$ cat src/rtl/psum_pkg.sv
// Shared defaults and FSM encoding for the psum output packer.
package psum_pkg;

    localparam int unsigned BIT_WIDTH_DEF  = 8;
    localparam int unsigned NUM_KERNEL_DEF = 4;
    localparam int unsigned REG_WIDTH_DEF  = 32;
    localparam int unsigned FIFO_DEPTH_DEF = 8;
    localparam int unsigned DROP_CNT_W     = 16;

    typedef enum logic {
        ST_IDLE    = 1'b0,
        ST_COLLECT = 1'b1
    } pack_state_e;

endpackage

$ cat src/rtl/psum_sync_fifo.sv
// Synchronous power-of-two FIFO; a pop frees a slot for a same-cycle push when full.
module psum_sync_fifo
    import psum_pkg::*;
#(
    parameter int unsigned WIDTH = REG_WIDTH_DEF,
    parameter int unsigned DEPTH = FIFO_DEPTH_DEF
) (
    input  logic                     clk,
    input  logic                     rst,
    input  logic                     push,
    input  logic [WIDTH-1:0]         wdata,
    input  logic                     pop,
    output logic [WIDTH-1:0]         rdata,
    output logic                     full,
    output logic                     empty,
    output logic [$clog2(DEPTH):0]   count
);

    localparam int unsigned AW = $clog2(DEPTH);
    localparam int unsigned CW = AW + 1;

    logic [WIDTH-1:0] mem [DEPTH];
    logic [AW-1:0]    wr_ptr_q;
    logic [AW-1:0]    rd_ptr_q;
    logic [CW-1:0]    count_q;
    logic             pop_ok;
    logic             push_ok;

    assign empty   = (count_q == '0);
    assign full    = (count_q == CW'(DEPTH));
    assign pop_ok  = pop && !empty;
    assign push_ok = push && (!full || pop_ok);
    assign count   = count_q;
    // Storage is not reset; masking with empty keeps the head at zero after reset.
    assign rdata   = empty ? '0 : mem[rd_ptr_q];

    always_ff @(posedge clk or negedge rst) begin
        if (!rst) begin
            wr_ptr_q <= '0;
            rd_ptr_q <= '0;
            count_q  <= '0;
        end else begin
            if (push_ok) wr_ptr_q <= wr_ptr_q + AW'(1);
            if (pop_ok)  rd_ptr_q <= rd_ptr_q + AW'(1);
            case ({push_ok, pop_ok})
                2'b10:   count_q <= count_q + CW'(1);
                2'b01:   count_q <= count_q - CW'(1);
                default: count_q <= count_q;
            endcase
        end
    end

    always_ff @(posedge clk) begin
        if (push_ok) mem[wr_ptr_q] <= wdata;
    end

endmodule

$ cat src/rtl/psum_output_packer.sv
// Collects four kernel psum lanes into one word and queues it for downstream.
// Optional macro PSUM_PACKER_DROP_CNT_EN enables the saturating dropped-word counter.
module psum_output_packer
    import psum_pkg::*;
#(
    parameter int unsigned BIT_WIDTH  = BIT_WIDTH_DEF,
    parameter int unsigned NUM_KERNEL = NUM_KERNEL_DEF,
    parameter int unsigned REG_WIDTH  = REG_WIDTH_DEF,
    parameter int unsigned FIFO_DEPTH = FIFO_DEPTH_DEF
) (
    input  logic                          clk,
    input  logic                          rst,
    input  logic [BIT_WIDTH-1:0]          i_psum_kn0,
    input  logic [BIT_WIDTH-1:0]          i_psum_kn1,
    input  logic [BIT_WIDTH-1:0]          i_psum_kn2,
    input  logic [BIT_WIDTH-1:0]          i_psum_kn3,
    input  logic                          i_psum_kn0_val,
    input  logic                          i_psum_kn1_val,
    input  logic                          i_psum_kn2_val,
    input  logic                          i_psum_kn3_val,
    input  logic                          i_flush,
    output logic [REG_WIDTH-1:0]          o_word,
    output logic                          o_word_val,
    input  logic                          i_word_rdy,
    output logic [$clog2(FIFO_DEPTH):0]   o_fifo_cnt,
    output logic                          o_ovf,
    output logic                          o_lane_err,
    output logic [DROP_CNT_W-1:0]         o_drop_cnt
);

    typedef logic [NUM_KERNEL-1:0][BIT_WIDTH-1:0] lanes_t;

    pack_state_e           state_q, state_d;
    logic [NUM_KERNEL-1:0] mask_q, mask_d, vals, merged;
    lanes_t                lane_q, lane_d, psum_in;
    logic                  push_c, err_set_c, pop_c, drop_c;
    logic                  fifo_full, fifo_empty;

    assign vals    = {i_psum_kn3_val, i_psum_kn2_val, i_psum_kn1_val, i_psum_kn0_val};
    assign psum_in = {i_psum_kn3, i_psum_kn2, i_psum_kn1, i_psum_kn0};

    // Lane merge: current-cycle values bypass into the pushed word via lane_d.
    always_comb begin
        state_d   = state_q;
        mask_d    = mask_q;
        lane_d    = lane_q;
        merged    = mask_q;
        push_c    = 1'b0;
        err_set_c = 1'b0;
        if (i_flush) begin
            mask_d  = '0;
            state_d = ST_IDLE;
        end else begin
            for (int k = 0; k < NUM_KERNEL; k++) begin
                if (vals[k]) lane_d[k] = psum_in[k];
            end
            err_set_c = |(mask_q & vals);
            unique case (state_q)
                ST_IDLE: merged = vals;
                default: merged = mask_q | vals;
            endcase
            if (&merged) begin
                push_c  = 1'b1;
                mask_d  = '0;
                state_d = ST_IDLE;
            end else begin
                mask_d  = merged;
                state_d = (|merged) ? ST_COLLECT : ST_IDLE;
            end
        end
    end

    assign pop_c  = o_word_val && i_word_rdy;
    assign drop_c = push_c && fifo_full && !pop_c;

    always_ff @(posedge clk or negedge rst) begin
        if (!rst) begin
            state_q    <= ST_IDLE;
            mask_q     <= '0;
            lane_q     <= '0;
            o_lane_err <= 1'b0;
            o_ovf      <= 1'b0;
        end else begin
            state_q <= state_d;
            mask_q  <= mask_d;
            lane_q  <= lane_d;
            if (err_set_c) o_lane_err <= 1'b1;
            if (drop_c)    o_ovf      <= 1'b1;
        end
    end

`ifdef PSUM_PACKER_DROP_CNT_EN
    logic [DROP_CNT_W-1:0] drop_cnt_q;

    always_ff @(posedge clk or negedge rst) begin
        if (!rst) begin
            drop_cnt_q <= '0;
        end else if (drop_c && (drop_cnt_q != '1)) begin
            drop_cnt_q <= drop_cnt_q + DROP_CNT_W'(1);
        end
    end

    assign o_drop_cnt = drop_cnt_q;
`else
    assign o_drop_cnt = '0;
`endif

    assign o_word_val = !fifo_empty;

    psum_sync_fifo #(
        .WIDTH (REG_WIDTH),
        .DEPTH (FIFO_DEPTH)
    ) u_fifo (
        .clk   (clk),
        .rst   (rst),
        .push  (push_c),
        .wdata (REG_WIDTH'(lane_d)),
        .pop   (pop_c),
        .rdata (o_word),
        .full  (fifo_full),
        .empty (fifo_empty),
        .count (o_fifo_cnt)
    );

endmodule
$ cat config.mk
export PLATFORM = sky130hd
export DESIGN_NAME = psum_output_packer
export DESIGN_NICKNAME = d
export VERILOG_FILES = /design/src/rtl/psum_pkg.sv /design/src/rtl/psum_sync_fifo.sv /design/src/rtl/psum_output_packer.sv
export SDC_FILE = /design/constraint.sdc
export NUM_CORES = 1
export LEC_CHECK = 0
export BUFFER_PORTS_ARGS = -buffer_cell sky130_fd_sc_hd__buf_2
export CORE_MARGIN = 5
export CORE_UTILIZATION = 64
export DETAILED_ROUTE_END_ITERATION = 10
export HOLD_SLACK_MARGIN = 0.05
export PLACE_DENSITY = 0.85
export SLEW_MARGIN = 20
export SYNTH_ARGS = -nofsm -noshare
export SYNTH_HDL_FRONTEND = slang
export SYNTH_SLANG_ARGS = --single-unit
export TNS_END_PERCENT = 1
$ cat constraint.sdc
create_clock -name clk -period 7.7 [get_ports clk]
set_clock_uncertainty 0.2 [all_clocks]
set_input_delay 0.77 -clock clk [delete_from_list [all_inputs] [get_ports clk]]
set_output_delay 0.77 -clock clk [all_outputs]
set_load 0.01 [all_outputs]
After elaboration in Yosys (flattened, before gate mapping)
Memories as Yosys holds them, arrays and structs flattened.
Cells that the tools add are included.

cells by class
  $add $sub $neg = 4
  multiply operators = 0
  divide/modulo/power cells = 0
  magnitude comparators = 0
  equal/unequal tests = 3
  shifts and indexed selects = 0
  multiplexer cells = 19
  bitwise operators = 2
  reduce and logical (&&, ||, !) cells = 14

operator list
  kind                 number
  $mux 32              2
  $mux 8               4
  $mux 4               4
  $mux 1               8
  $pmux 4 s2           1
  $reduce_or 4->1      2
  $add 3x1->3 const B  2
  $logic_and 1x1->1    5
  $add 4x1->4 const B  1
  $and 4x4->4          1
  $eq 4x4->1 const B   1
  $logic_not 4->1      1
  $or 4x4->4           1
  $reduce_and 4->1     1
  $sub 4x1->4 const B  1
  $logic_not 1->1      3
  $eq 2x1->1 const B   1
  $eq 2x2->1 const B   1
  $reduce_bool 2->1    1
  $logic_or 1x1->1     1

storage, ports and cells
  flip-flop bits (word level) = 49
  bits in latches = 0
  RAM bits = 256
  bits in read-only memories = 0
  input bits = 40
  output and inout bits = 55
  memories kept = 1

memory list
  name        words  bits a word  rd ports  clocked after memory_dff  wr ports  line                  source
  u_fifo.mem  8      32           1         0                         1         psum_sync_fifo.sv:22  logic [WIDTH-1:0] mem [DEPTH];

Longest topological paths before layout
  depth after elaboration = 9
  mapped depth = 12

Hierarchy
From an unflattened synthesis, not the netlist that was laid out.

second synthesis, totals
  cell total of the unflattened synthesis = 607
  area total of the unflattened synthesis = 12,089.1 µm²

by module, submodules not included
  module              instances  cells an instance  area an instance (µm²)  seq. area each (µm²)
  psum_sync_fifo      1          486                10,403.7                7,937.6
  psum_output_packer  1          121                1,685.4                 975.9

Worst setup path before layout
No wires, ideal clock.

  path type = input port to flip-flop
  start = input i_psum_kn1_val
  end = memory u_fifo.mem[2][0] (netlist name), enable pin
  arrival = 4.506 ns
  path slack = 2.493 ns
  stages = 5
  cell sequence = o22ai_1 -> nor4_4 -> buf_4 -> nand2_1 -> nor4_1

on the way
  longest elaborated chain between the ends = 9

RTL lines
  item                              line                      source
  start: declaration                psum_output_packer.sv:18  input logic i_psum_kn1_val,
  $or 4x4->4                        psum_output_packer.sv:60  default: merged = mask_q | vals;
  $mux 4 (*)                        psum_output_packer.sv:58  unique case (state_q)
  $mux 4 (*)                        psum_output_packer.sv:50  if (i_flush) begin
  $reduce_and 4->1 (*)              psum_output_packer.sv:62  if (&merged) begin
  $mux 1 (*)                        psum_output_packer.sv:62
  $mux 1 (*)                        psum_output_packer.sv:50
  $logic_and 1x1->1 (*)             psum_sync_fifo.sv:32      assign push_ok = push && (!full || pop_ok);
  $mux 1 (*)                        psum_sync_fifo.sv:54      if (push_ok) mem[wr_ptr_q] <= wdata;
  $mux 1 (not written as such) (*)  psum_sync_fifo.sv:54
  end: declaration                  psum_sync_fifo.sv:22

Mark *: on every way between the ends. The rest lies on a longest branch, timed or not. The select of a mux whose other input is x is not followed.

Final worst setup path
  start = register u_fifo.rd_ptr_q[0]
  end = output o_word[21]

on the way
  longest elaborated chain between the ends = 2

RTL lines
  item                      line                      source
  start: declaration        psum_sync_fifo.sv:24      logic [AW-1:0] rd_ptr_q;
  start signal: assignment  psum_sync_fifo.sv:44      if (pop_ok) rd_ptr_q <= rd_ptr_q + AW'(1);
  $mem_v2 8x32              n/a
  $mux 32                   psum_sync_fifo.sv:35      assign rdata = empty ? '0 : mem[rd_ptr_q];
  end: declaration          psum_output_packer.sv:22  output logic [REG_WIDTH-1:0] o_word,

No other way between the ends.

==> impl_metrics.toml <==
[yosys]
ys_seq_area_share_pct = 74.3
synth_area_per_cell_um2 = 20.5
synth_top_flop_cell = "edfxtp_1"
synth_area_leaders = "edfxtp_1 64%, mux4_2 12%, dfrtp_1 10%"
synth_top_area_share_pct = 64.1
yosys.area.top_type = "edfxtp_1"
synth-seq-cells = 305
syn_area_um2 = 12000
yosys_warnings = 0
synthCells = 584
ys_async_sr_fraction_pct = 16.1
yosysUniqueCellTypes = 44
synth-edff-count = 256

[cts]
postCtsHoldBufs = 0
postCtsSetupBuffers = 0
cts-htree-levels = 1
clock_sinks = 305
cts_buffers = 29
cts_buffer_depth = 3
clkTransAtPathRegs_ns = 0.06
cts_tree = "done"
clock-root-buffer = "clkbuf_16"
cts-resized-gates = 0
clock_latency_ns = 0.53

[cells_and_area]
drive_gt1_share_pct = 32.8
area_growth_pct = 12.8
nNetsFinal = 721
nFillCells = 1044
num_antenna_cells = 0

[worst_setup_path]
crit_start = "u_fifo.rd_ptr_q[0]$_DFFE_PN0P_"
regToRegSetupSlack_ns = 4.56
start_kind = "flop"
path_max_fanout = 36
ff2ff_path_depth = 10
cp.arrival_ns = 3.22
rr_startpoint = "state_q$_DFF_PN0_"
worst_r2r_endpoint = "u_fifo.count[2]$_DFFE_PN0P_"
critical_path_class = "reg -> out"
endpoint = "o_word[21]"
critPathCaptureType = "output port"
critPathRequiredTime_ns = 6.73

[floorplanning]
coreArea_um2 = 18600
die_h_um = 147
die-area_um2 = 21600
initial_core_util_pct = 64.6
die_w_um = 147
placementRows = 50
ios = 95

[sta]
setup_viol_count_final = 0
fmax_mhz = 239
tightestPinTransition_ns = 1.07
rsz0062_at_grt = "no"
finalHoldViolations = 0
slew_viol_final = 0
min_period_over_period_pct = 54.4
tns_ns = 0
slew_headroom_pct = 28.3
setup_slack_ns = 3.51
fin_crit_ns = 4.19

[placed_design]
dp_hpwl_mm = 13.3
pre_cts_ws_ns = 4.03
gp_congestion = 0.786
portBuffers = 78

[global_route]
gr-usage-all-layers_pct = 22.2
antenna_found_initial = 0
grt_max_degree = 65
grt_overflow_total = 0
first_global_vias = 6207
grt_pass1_wl_mm = 36.4

[routing]
vias = 5833
wl_per_cell_um = 25.1
drtIter0Drc = 375
routed_wl_mm = 23.4
drcViolationCount = 0
ant_nets = 0
vias_per_cell = 6.25
firstDrtPassIters = 5

[flow_run]
cap_violations = 0

[run_status]
status = "finished clean"

[power_and_ir_drop]
p_leak_nw = 4.73
power_density_nw_per_um2 = 335
ir_drop_mv = 0.229
power_w = 0.00454

[worst_hold_path]
hold_class = "in -> async"
-- metrics by stage --
step                cell area (um^2)  hold WS (ns)  cells  utilization [%]
global placement               12600         0.257    876             67.8
detailed placement             12600         0.262    878             68.1
finish                         13500         0.171    933             72.8
CTS                            13500         0.187    932             72.8
global route                   13500         0.238    933             72.8
floorplan                      12100         0.274    599                -
-- flip-flops by register name, indices dropped and copies added, names as in the netlist --
signal	cells
o_lane_err	1
u_fifo.count	4
u_fifo.rd_ptr_q	3
lane_q	32
state_q	1
u_fifo.wr_ptr_q	3
u_fifo.mem	256
o_ovf	1
mask_q	4
-- critical path: stages, from the launching register on --
cell and delay, ns:
dfrtp_4 0.81, buf_4 0.67, mux4_2 0.62, mux2i_1 0.29
nor2_1 0.07, buf_2 0.15
-- synth_stat cells (all sizes together), types with 3 or more instances --
library cell / count
edfxtp: 256
mux4: 64
dfrtp: 49
buf: 38
nor2: 38
mux2: 35
mux2i: 32
clkbuf: 8
nor3: 8
a21oi: 6
ha: 5
nor4: 5
xnor2: 5
nor2b: 4
xor2: 4
nand2: 3
-- metal layers --
metal | vias to the layer above | GRT usage, % | wire length [um]
met4 | 0 | 5.59 | 534
li1 | 2490 | - | -
met1 | 3065 | 30.2 | 9030
met5 | - | 0 | 0
met2 | 237 | 38.3 | 12300
met3 | 41 | 3.64 | 1560
-- cell families after synthesis --
kind of cell               after synthesis  share of synthesized area [%]
adders and majority gates                5                          0.522
xor gates and xnor gates                 9                          0.657
buffers and inverters                   47                           2.38
and+or+nand+nor                         70                           3.20
DFF                                    305                           74.3
muxes                                  131                           18.0
AOI/OAI and AO/OA                       16                          0.887
other                                    1                         0.0313
-- placed cells by master (no fill, tap or decap), types with 2 or more instances in the layout --
master and count:
buf_2 78, clkbuf_1 6, nor2_4 2, mux2_1 18
xor2_1 4, o22ai_1 2, buf_16 2, nor3_1 5
mux4_2 64, edfxtp_1 256, nor2b_1 4, clkinv_1 8
dfrtp_4 2, nand4b_1 2, mux2i_1 32, ha_1 5
clkbuf_16 29, xnor2_1 5, conb_1 16, a21oi_1 5
clkinv_2 6, buf_4 11, nor3_2 3, clkinvlp_4 3
nand3b_1 2, nand2b_1 2, nor2_1 36, nor4_4 3
mux2_2 16, dfrtp_1 46, nand2_1 3
-- how the worst min path moves through the flow --
stage,depth (start not counted),slack (ns),end,startpoint
floorplan,0,0.27,lane_q[0]$_DFF_PN0_,rst
global placement,1,0.26,o_lane_err$_DFFE_PN0P_,o_lane_err$_DFFE_PN0P_
detailed placement,1,0.26,o_ovf$_DFFE_PN0P_,o_ovf$_DFFE_PN0P_
CTS,2,0.19,u_fifo.count[2]$_DFFE_PN0P_,rst
global route,2,0.24,u_fifo.count[2]$_DFFE_PN0P_,rst
finish,2,0.17,u_fifo.count[2]$_DFFE_PN0P_,rst
-- report_power, final --
part,switching (W),total [W],internal (W)
registers,0.000165,0.00207,0.00191
clock network,0.000574,0.00130,0.000725
logic,0.000579,0.00117,0.000587
total,0.00132,0.00454,0.00322
-- area by class of cell --
cell class / instances / area (um^2) / share of cell area (%)
Inverter: 1 / 3.75 / 0.0277
Timing Repair Buffer: 92 / 539 / 3.98
Multi-Input combinational cell: 247 / 2910 / 21.5
Sequential cell: 305 / 8920 / 65.9
Clock buffer: 35 / 748 / 5.53
Clock inverter: 19 / 121 / 0.897
Tap cell: 234 / 293 / 2.16
No activity file was read; power rests on OpenSTA's default activity.
